<file path="src/rtl/rv_pkg.sv">
// Shared RV32I definitions: ALU operation codes and the machine word type.
package rv_pkg;

    typedef logic [31:0] word_t;

    localparam logic [3:0] ALU_ADD   = 4'b0000;
    localparam logic [3:0] ALU_SUB   = 4'b1000;
    localparam logic [3:0] ALU_SLL   = 4'b0001;
    localparam logic [3:0] ALU_SLT   = 4'b0010;
    localparam logic [3:0] ALU_SLTU  = 4'b0011;
    localparam logic [3:0] ALU_XOR   = 4'b0100;
    localparam logic [3:0] ALU_SRL   = 4'b0101;
    localparam logic [3:0] ALU_SRA   = 4'b1101;
    localparam logic [3:0] ALU_OR    = 4'b0110;
    localparam logic [3:0] ALU_AND   = 4'b0111;
    localparam logic [3:0] ALU_PASSB = 4'b1001;

    localparam logic SHIFT_RIGHT = 1'b0;
    localparam logic SHIFT_LEFT  = 1'b1;

    function automatic word_t bit_reverse(input word_t w);
        word_t r;
        for (int i = 0; i < 32; i++) begin
            r[i] = w[31-i];
        end
        return r;
    endfunction

endpackage

</file>
<file path="src/rtl/alu_shifter.sv">
// Five-stage mux barrel shifter shared by SLL, SRL and SRA.
module alu_shifter
    import rv_pkg::*;
(
    input  logic [31:0] data,
    input  logic [4:0]  shamt,
    input  logic        dir,
    input  logic        arith,
    output logic [31:0] result
);

    word_t stg [0:5];
    logic  fill;

    // Left shifts reuse the right-shift network by reversing bit order on the way in and out.
    assign fill   = arith & (dir == SHIFT_RIGHT) & data[31];
    assign stg[0] = (dir == SHIFT_LEFT) ? bit_reverse(data) : data;

    for (genvar i = 0; i < 5; i++) begin : g_stage
        localparam int S = 1 << i;
        assign stg[i+1] = shamt[i] ? {{S{fill}}, stg[i][31:S]} : stg[i];
    end

    assign result = (dir == SHIFT_LEFT) ? bit_reverse(stg[5]) : stg[5];

endmodule

</file>
<file path="src/rtl/alu.sv">
// RV32I integer ALU: combinational result and zero flag plus a registered trace copy.
module alu
    import rv_pkg::*;
#(
    parameter int WIDTH   = 32,
    parameter int SHAMT_W = 5
) (
    input  logic             clk,
    input  logic             rst,
    input  logic [WIDTH-1:0] ASrc,
    input  logic [WIDTH-1:0] BSrc,
    input  logic [3:0]       aluOp,
    output logic [WIDTH-1:0] alures,
    output logic             zero,
    output logic [WIDTH-1:0] alures_q,
    output logic             zero_q
);

    logic        sub_en;
    word_t       b_opnd;
    logic [32:0] sum;
    logic        lt_u;
    logic        lt_s;
    logic        shift_dir;
    logic        shift_arith;
    word_t       shift_res;

    // One adder serves ADD, SUB and both compares; carry-out of A + ~B + 1 is set when A >= B.
    assign sub_en = (aluOp != ALU_ADD);
    assign b_opnd = sub_en ? ~BSrc : BSrc;
    assign sum    = {1'b0, ASrc} + {1'b0, b_opnd} + {32'd0, sub_en};
    assign lt_u   = ~sum[32];
    assign lt_s   = (ASrc[31] != BSrc[31]) ? ASrc[31] : sum[31];

    assign shift_dir   = (aluOp == ALU_SLL) ? SHIFT_LEFT : SHIFT_RIGHT;
    assign shift_arith = (aluOp == ALU_SRA);

    alu_shifter u_shifter (
        .data   (ASrc),
        .shamt  (BSrc[SHAMT_W-1:0]),
        .dir    (shift_dir),
        .arith  (shift_arith),
        .result (shift_res)
    );

    always_comb begin
        alures = '0;
        case (aluOp)
            ALU_ADD,
            ALU_SUB:   alures = sum[31:0];
            ALU_SLT:   alures = {31'd0, lt_s};
            ALU_SLTU:  alures = {31'd0, lt_u};
            ALU_SLL,
            ALU_SRL,
            ALU_SRA:   alures = shift_res;
            ALU_XOR:   alures = ASrc ^ BSrc;
            ALU_OR:    alures = ASrc | BSrc;
            ALU_AND:   alures = ASrc & BSrc;
            ALU_PASSB: alures = BSrc;
            default:   alures = '0;
        endcase
    end

    assign zero = (alures == '0);

    // Trace registers reset to the state of a zero result.
    always_ff @(posedge clk or posedge rst) begin
        if (rst) begin
            alures_q <= '0;
            zero_q   <= 1'b1;
        end else begin
            alures_q <= alures;
            zero_q   <= zero;
        end
    end

endmodule

</file>
<file path="config.mk">
export PLATFORM = sky130hd
export DESIGN_NAME = alu
export DESIGN_NICKNAME = d
export VERILOG_FILES = /design/src/rtl/rv_pkg.sv /design/src/rtl/alu_shifter.sv /design/src/rtl/alu.sv
export SDC_FILE = /design/constraint.sdc
export NUM_CORES = 1
export LEC_CHECK = 0
export CAP_MARGIN = 20
export CORE_MARGIN = 8
export CORE_UTILIZATION = 35
export DETAILED_ROUTE_END_ITERATION = 7
export GPL_TIMING_DRIVEN = 1
export PLACE_DENSITY_LB_ADDON = 0.2
export SYNTH_ARGS = -nofsm -noshare
export SYNTH_HDL_FRONTEND = slang
export SYNTH_SLANG_ARGS = --single-unit
</file>
<file path="constraint.sdc">
create_clock -name clk -period 8.7 [get_ports clk]
set_input_delay 1.74 -clock clk [delete_from_list [all_inputs] [get_ports clk]]
set_output_delay 1.74 -clock clk [all_outputs]
set_load 0.05 [all_outputs]
</file>
==> results.yml, run 1 <==
sta:
  setup-tns-final_ns: 0
  slew_violations: 0
  rsz0062_at_grt: "false"
  setup_viol: 0
  worstMarginPinSlew_ns: 0.975
  setup_ws_ns: 0.242
  fin_crit_sh_pct: 97.2
  clock.fmax_mhz: 118
  slew_headroom_pct: 34.2
  finalHoldViolations: 0
  min_period_ns: 8.46
synth:
  synth_area_per_cell_um2: 7.45
  synth-seq-cells: 33
  ys_top_cells_by_count: "nand2_1, ha_1, a21oi_1, nor2_1, inv_1"
  syn_nets: 1340
  async_reset_ff_share_pct: 100
  netlist_instances: 1174
  synth.area.top_cells: "ha_1, dfrtp_1, mux2i_1"
  synth-main-ff-cell: "dfrtp_1"
  yosys_warnings: 0
  synth_top_area_share_pct: 13.6
  netlist_area_um2: 8740
  yosys.cell_count.top_type: "nand2_1"
  synth_edf_count: 0
  synth-seq-area-share_pct: 9.46
  ys_types: 88
  synth.largest_area_cell: "ha_1"
min_path:
  hp-class: "primary input to asynchronous set/reset pin"
power:
  ir_drop_mv: 0.0980
  finalPower_mw: 1.26
  cellPowerDensity_nw_per_um2: 114
  power.switching_mw: 0.653
  comb_power_share_pct: 73.1
  p_sw_share_pct: 51.7
  clkPwrFrac_pct: 12.8
  total_leakage_power_nw: 4.65
  seq_power_share_pct: 14.1
  p_int_mw: 0.610
finish:
  drive_above_1_share_pct: 12.2
  diodes: 0
  area_growth_pct: 26.4
  nNetsFinal: 1462
clock_tree:
  cts.path.max_buffers: 2
  numCtsBuffers: 5
  cts_setup_buffers: 0
  cts_resized: 0
  cts-hold-fix-buffers: 0
  cts-root-buf: "clkbuf_16"
  clk_pin_slew_ns: 0.05
  cts_tree: "yes"
  clock-sinks: 33
  cts_max_level: 2
placement:
  gp_congestion: 1.03
  post-place-ws_ns: 0.261
  io_buffers: 135
  dp_hpwl_um: 35900
detailed_routing:
  drtIter0Drc: 1328
  routed_wl_um: 44300
  route.detailed.drc: 0
  antenna_left: 0
  routed-via-count: 10600
  dr.pass1.iters: 7
  wl_per_cell_um: 27.2
  via_per_inst: 6.54
worst_setup_path:
  critPathArrivalTime_ns: 6.72
  criticalPathCategory: "primary input to primary output"
  required_ns: 6.96
  cp-start-kind: "primary input"
  cp-end-kind: "primary output"
  critical_path.max_fanout: 21
grt:
  grt_pass1_wl_um: 66200
  grt_pass1_vias: 10200
  gr-total-overflow: 0
  antenna_found_initial: 2
  grt_max_degree: 59
  grt_use_total_pct: 28.2
floorplan:
  row_count: 58
  die_w_um: 174
  core_area_um2: 24900
  io_pins: 136
  fp.dieH_um: 174
  initial_utilization_pct: 35.1
  dieArea_um2: 30300
flow_run:
  max_cap_violations: 0
outcome:
  status: "finished clean"
-- area by class of cell --
cell class / instances / area (um^2)
clock buffer: 7 / 133
clock inverter: 1 / 5.00
fill: 2550 / 13800
inverter: 76 / 285
multi-input combinational: 977 / 7310
sequential: 33 / 827
tap: 330 / 413
timing repair buffer: 203 / 2080
-- layout by cell type, fill, tap and decap left out, types with 8 or more instances in the layout --
cell,n
o211ai_1,30
inv_1,72
xor2_1,9
nor2b_1,8
a21oi_1,74
nand3_1,32
a21o_1,16
a211o_1,14
a221oi_1,10
o21a_1,8
o221ai_1,16
a221o_1,11
o32ai_1,9
o311ai_0,10
a31oi_1,13
a22o_1,8
ha_1,95
nor4_1,9
mux4_2,19
o22ai_1,8
nor2_1,74
a22oi_1,21
nand4_1,15
clkdlybuf4s50_1,105
o21ai_0,68
a211oi_1,17
buf_4,71
dfrtp_1,32
nand2_1,121
mux2i_1,49
buf_12,24
xnor2_1,46
nor3_1,27
nand2b_1,17
-- state kept, by name, indices dropped and copies added, names as in the netlist --
name,count
zero_q,1
alures_q,32
-- per-layer routing --
| layer | GRT usage (%) | vias up | part of all wire (%) |
|---|---|---|---|
| met1 | 37.0 | 5095 | 41 |
| li1 | - | 4698 | - |
| met5 | 0 | - | 0.036 |
| met4 | 14.0 | 2 | 5.6 |
| met2 | 43.3 | 698 | 43 |
| met3 | 5.51 | 146 | 10 |
-- power by group through the flow --
stage,registers (mW),logic [mW],clock network (mW)
finish,0.178,0.923,0.161
global route,0.180,0.968,0.174
CTS,0.179,0.904,0.166
detailed placement,0.181,0.900,0
global placement,0.181,0.906,0
floorplan,0.253,0.456,0
-- worst max path at each step --
stage                        start   end
after CTS                 aluOp[1]  zero
after floorplan            BSrc[0]  zero
after detailed placement  aluOp[1]  zero
after global placement    aluOp[1]  zero
after global routing      aluOp[0]  zero
final                     aluOp[1]  zero
-- metrics by stage --
step	area (um^2)	std cells	hold WS, ns	utilization [%]
2_1_floorplan	8740	1174	1.87	-
3_3_place_gp	10900	1618	2.16	43.8
3_5_place_dp	10900	1618	2.17	43.8
4_1_cts	11000	1626	1.88	44.4
5_1_grt	11100	1627	1.92	44.4
6_report	11100	1627	1.86	44.4
-- cell families (layout without fill, tap and decap cells) --
group / count (synthesis) / count (layout) / share of synthesized area [%]
mux: 77 / 77 / 12.0
xor+xnor: 55 / 55 / 5.51
buf+inv: 164 / 287 / 7.60
flops: 33 / 33 / 9.46
fa+ha+maj: 96 / 96 / 13.8
simple gates: 352 / 352 / 19.5
compound gates: 397 / 397 / 32.2
-- worst max-delay path, cell delays in order --
cell,delay [ns]
clkdlybuf4s50_1,0.50
buf_4,0.24
or4b_2,0.85
buf_4,0.30
mux4_2,0.47
nand2b_1,0.17
o31ai_1,0.09
a221o_1,0.44
o221ai_1,0.39
nand4_1,0.41
or4_1,0.63
nor4_2,0.17
buf_4,0.17
buf_12,0.13
Note: power is estimated with default switching activity, not from simulation.
==> run 2, diff against run 1 <==
==> constraint.sdc (replaced) <==
create_clock -name clk -period 9.1 [get_ports clk]
set_input_delay 1.82 -clock clk [delete_from_list [all_inputs] [get_ports clk]]
set_output_delay 1.82 -clock clk [all_outputs]
set_load 0.05 [all_outputs]
==> results.yml, run 2 (synthesized netlist as in run 1, its figures left out) <==
outcome:
  status: "finished clean"
finish:
  largestRegisters: "alures_q x32, zero_q x1"
  drive_above_1_share_pct: 11.1
  diodes: 0
  largest_reg_flops: 32
  nNetsFinal: 1450
  finalInstanceArea_um2: 10800
  final_common_cell: "nand2_1"
  largest-register: "alures_q"
  area_growth_pct: 23.3
  final_cell_mix: "nand2_1, clkdlybuf4s50_1, ha_1"
power:
  cellPowerDensity_nw_per_um2: 112
  ir_drop_mv: 0.152
  total_leakage_power_nw: 4.54
clock_tree:
  clock-sinks: 33
  cts_max_level: 2
  cts_setup_buffers: 0
  numCtsBuffers: 5
  cts.path.max_buffers: 2
  clk_pin_slew_ns: 0.05
  cts_tree: "yes"
  cts-root-buf: "clkbuf_16"
sta:
  clock.fmax_mhz: 113
  setup_viol: 0
  min_period_ns: 8.82
  worstMarginPinSlew_ns: 1.04
  slew_violations: 0
  rsz0062_at_grt: "false"
  finalHoldViolations: 0
  slew_headroom_pct: 30.7
  fin_crit_sh_pct: 96.9
  setup-tns-final_ns: 0
grt:
  grt_pass1_vias: 10200
  grt_pass1_wl_um: 66400
  grt_max_degree: 59
  grt_use_total_pct: 28.2
  gr-total-overflow: 0
  antenna_found_initial: 0
detailed_routing:
  dr.pass1.iters: 8
  via_per_inst: 6.48
  route.detailed.drc: 0
  wl_per_cell_um: 27.6
  routed-via-count: 10500
  antenna_left: 0
  drtIter0Drc: 1215
  routed_wl_um: 44600
floorplan:
  fp.dieH_um: 174
  die_w_um: 174
  row_count: 58
  io_pins: 136
  dieArea_um2: 30300
  initial_utilization_pct: 35.1
  core_area_um2: 24900
placement:
  post_dp_cell_area_um2: 10600
  gp_congestion: 0.986
  io_buffers: 135
  dp_hpwl_um: 36100
worst_setup_path:
  cp-start-kind: "primary input"
  cp-end-kind: "primary output"
  required_ns: 7.28
  crit_start: "aluOp[0]"
  critPathArrivalTime_ns: 7.00
  criticalPathCategory: "primary input to primary output"
  setup.worst_path.end: "zero"
  critical_path.max_fanout: 16
min_path:
  hp-class: "primary input to asynchronous set/reset pin"
flow_run:
  max_cap_violations: 0
==> run 2: per-stage QoR <==
step	power [mW]	instances	utilization [%]	worst slack, ns	hold WS [ns]
6_report	1.21	1615	43.3	0.280	1.95
5_1_grt	1.26	1615	43.3	0.0576	1.99
4_1_cts	1.19	1615	43.3	0.256	1.95
3_5_place_dp	0.996	1607	42.6	0.258	2.23
3_3_place_gp	1.00	1607	42.6	0.167	2.24
2_1_floorplan	0.678	1174	-	0.367	1.95
==> run 2: worst min-delay path by stage <==
stage	depth (start not counted)	from	end	slack, ns
2_1_floorplan	1	rst	alures_q[0]	1.95
3_3_place_gp	3	rst	alures_q[16]	2.24
3_5_place_dp	3	rst	alures_q[26]	2.23
4_1_cts	3	rst	alures_q[26]	1.95
5_1_grt	3	rst	alures_q[3]	1.99
6_report	3	rst	alures_q[30]	1.95
==> run 2: layer usage <==
metal	routed length (um)	global-route usage [%]	share of wire [%]
met1	18500	37.6	41
met2	19400	43.3	44
met3	4480	5.64	10
met4	2200	12.4	4.9
met5	0	0	0
==> run 2: where the power goes <==
group	switching, mW	leakage (nW)	internal, mW	total (mW)
Sequential	0.00479	0.423	0.166	0.171
Clock	0.0529	0.0841	0.136	0.189
Combinational	0.560	4.03	0.286	0.846
Total	0.618	4.54	0.588	1.21
==> run 2: area by class of cell <==
cell class / count / area, um^2
Clock inverter: 1 / 30.0
Multi-Input combinational cell: 977 / 7310
Inverter: 76 / 285
Tap cell: 330 / 413
Clock buffer: 7 / 143
Sequential cell: 33 / 827
Fill cell: 2577 / 14100
Timing Repair Buffer: 191 / 1780
==> run 2: what timing repair did <==
item	CTS	global route
setup endpoints to repair	0	1
resized for setup	0	1
hold buffers	0	0
==> run 2: worst max-delay path, stage by stage <==
cell	delay [ns]
clkdlybuf4s50_1	0.55
buf_4	0.24
nor4b_4	0.66
mux4_2	0.50
mux2i_1	0.53
o221ai_1	0.29
a22oi_1	0.24
o21ai_1	0.14
o221ai_1	0.46
nand4_1	0.40
or4_1	0.62
nor4_2	0.34
buf_12	0.20
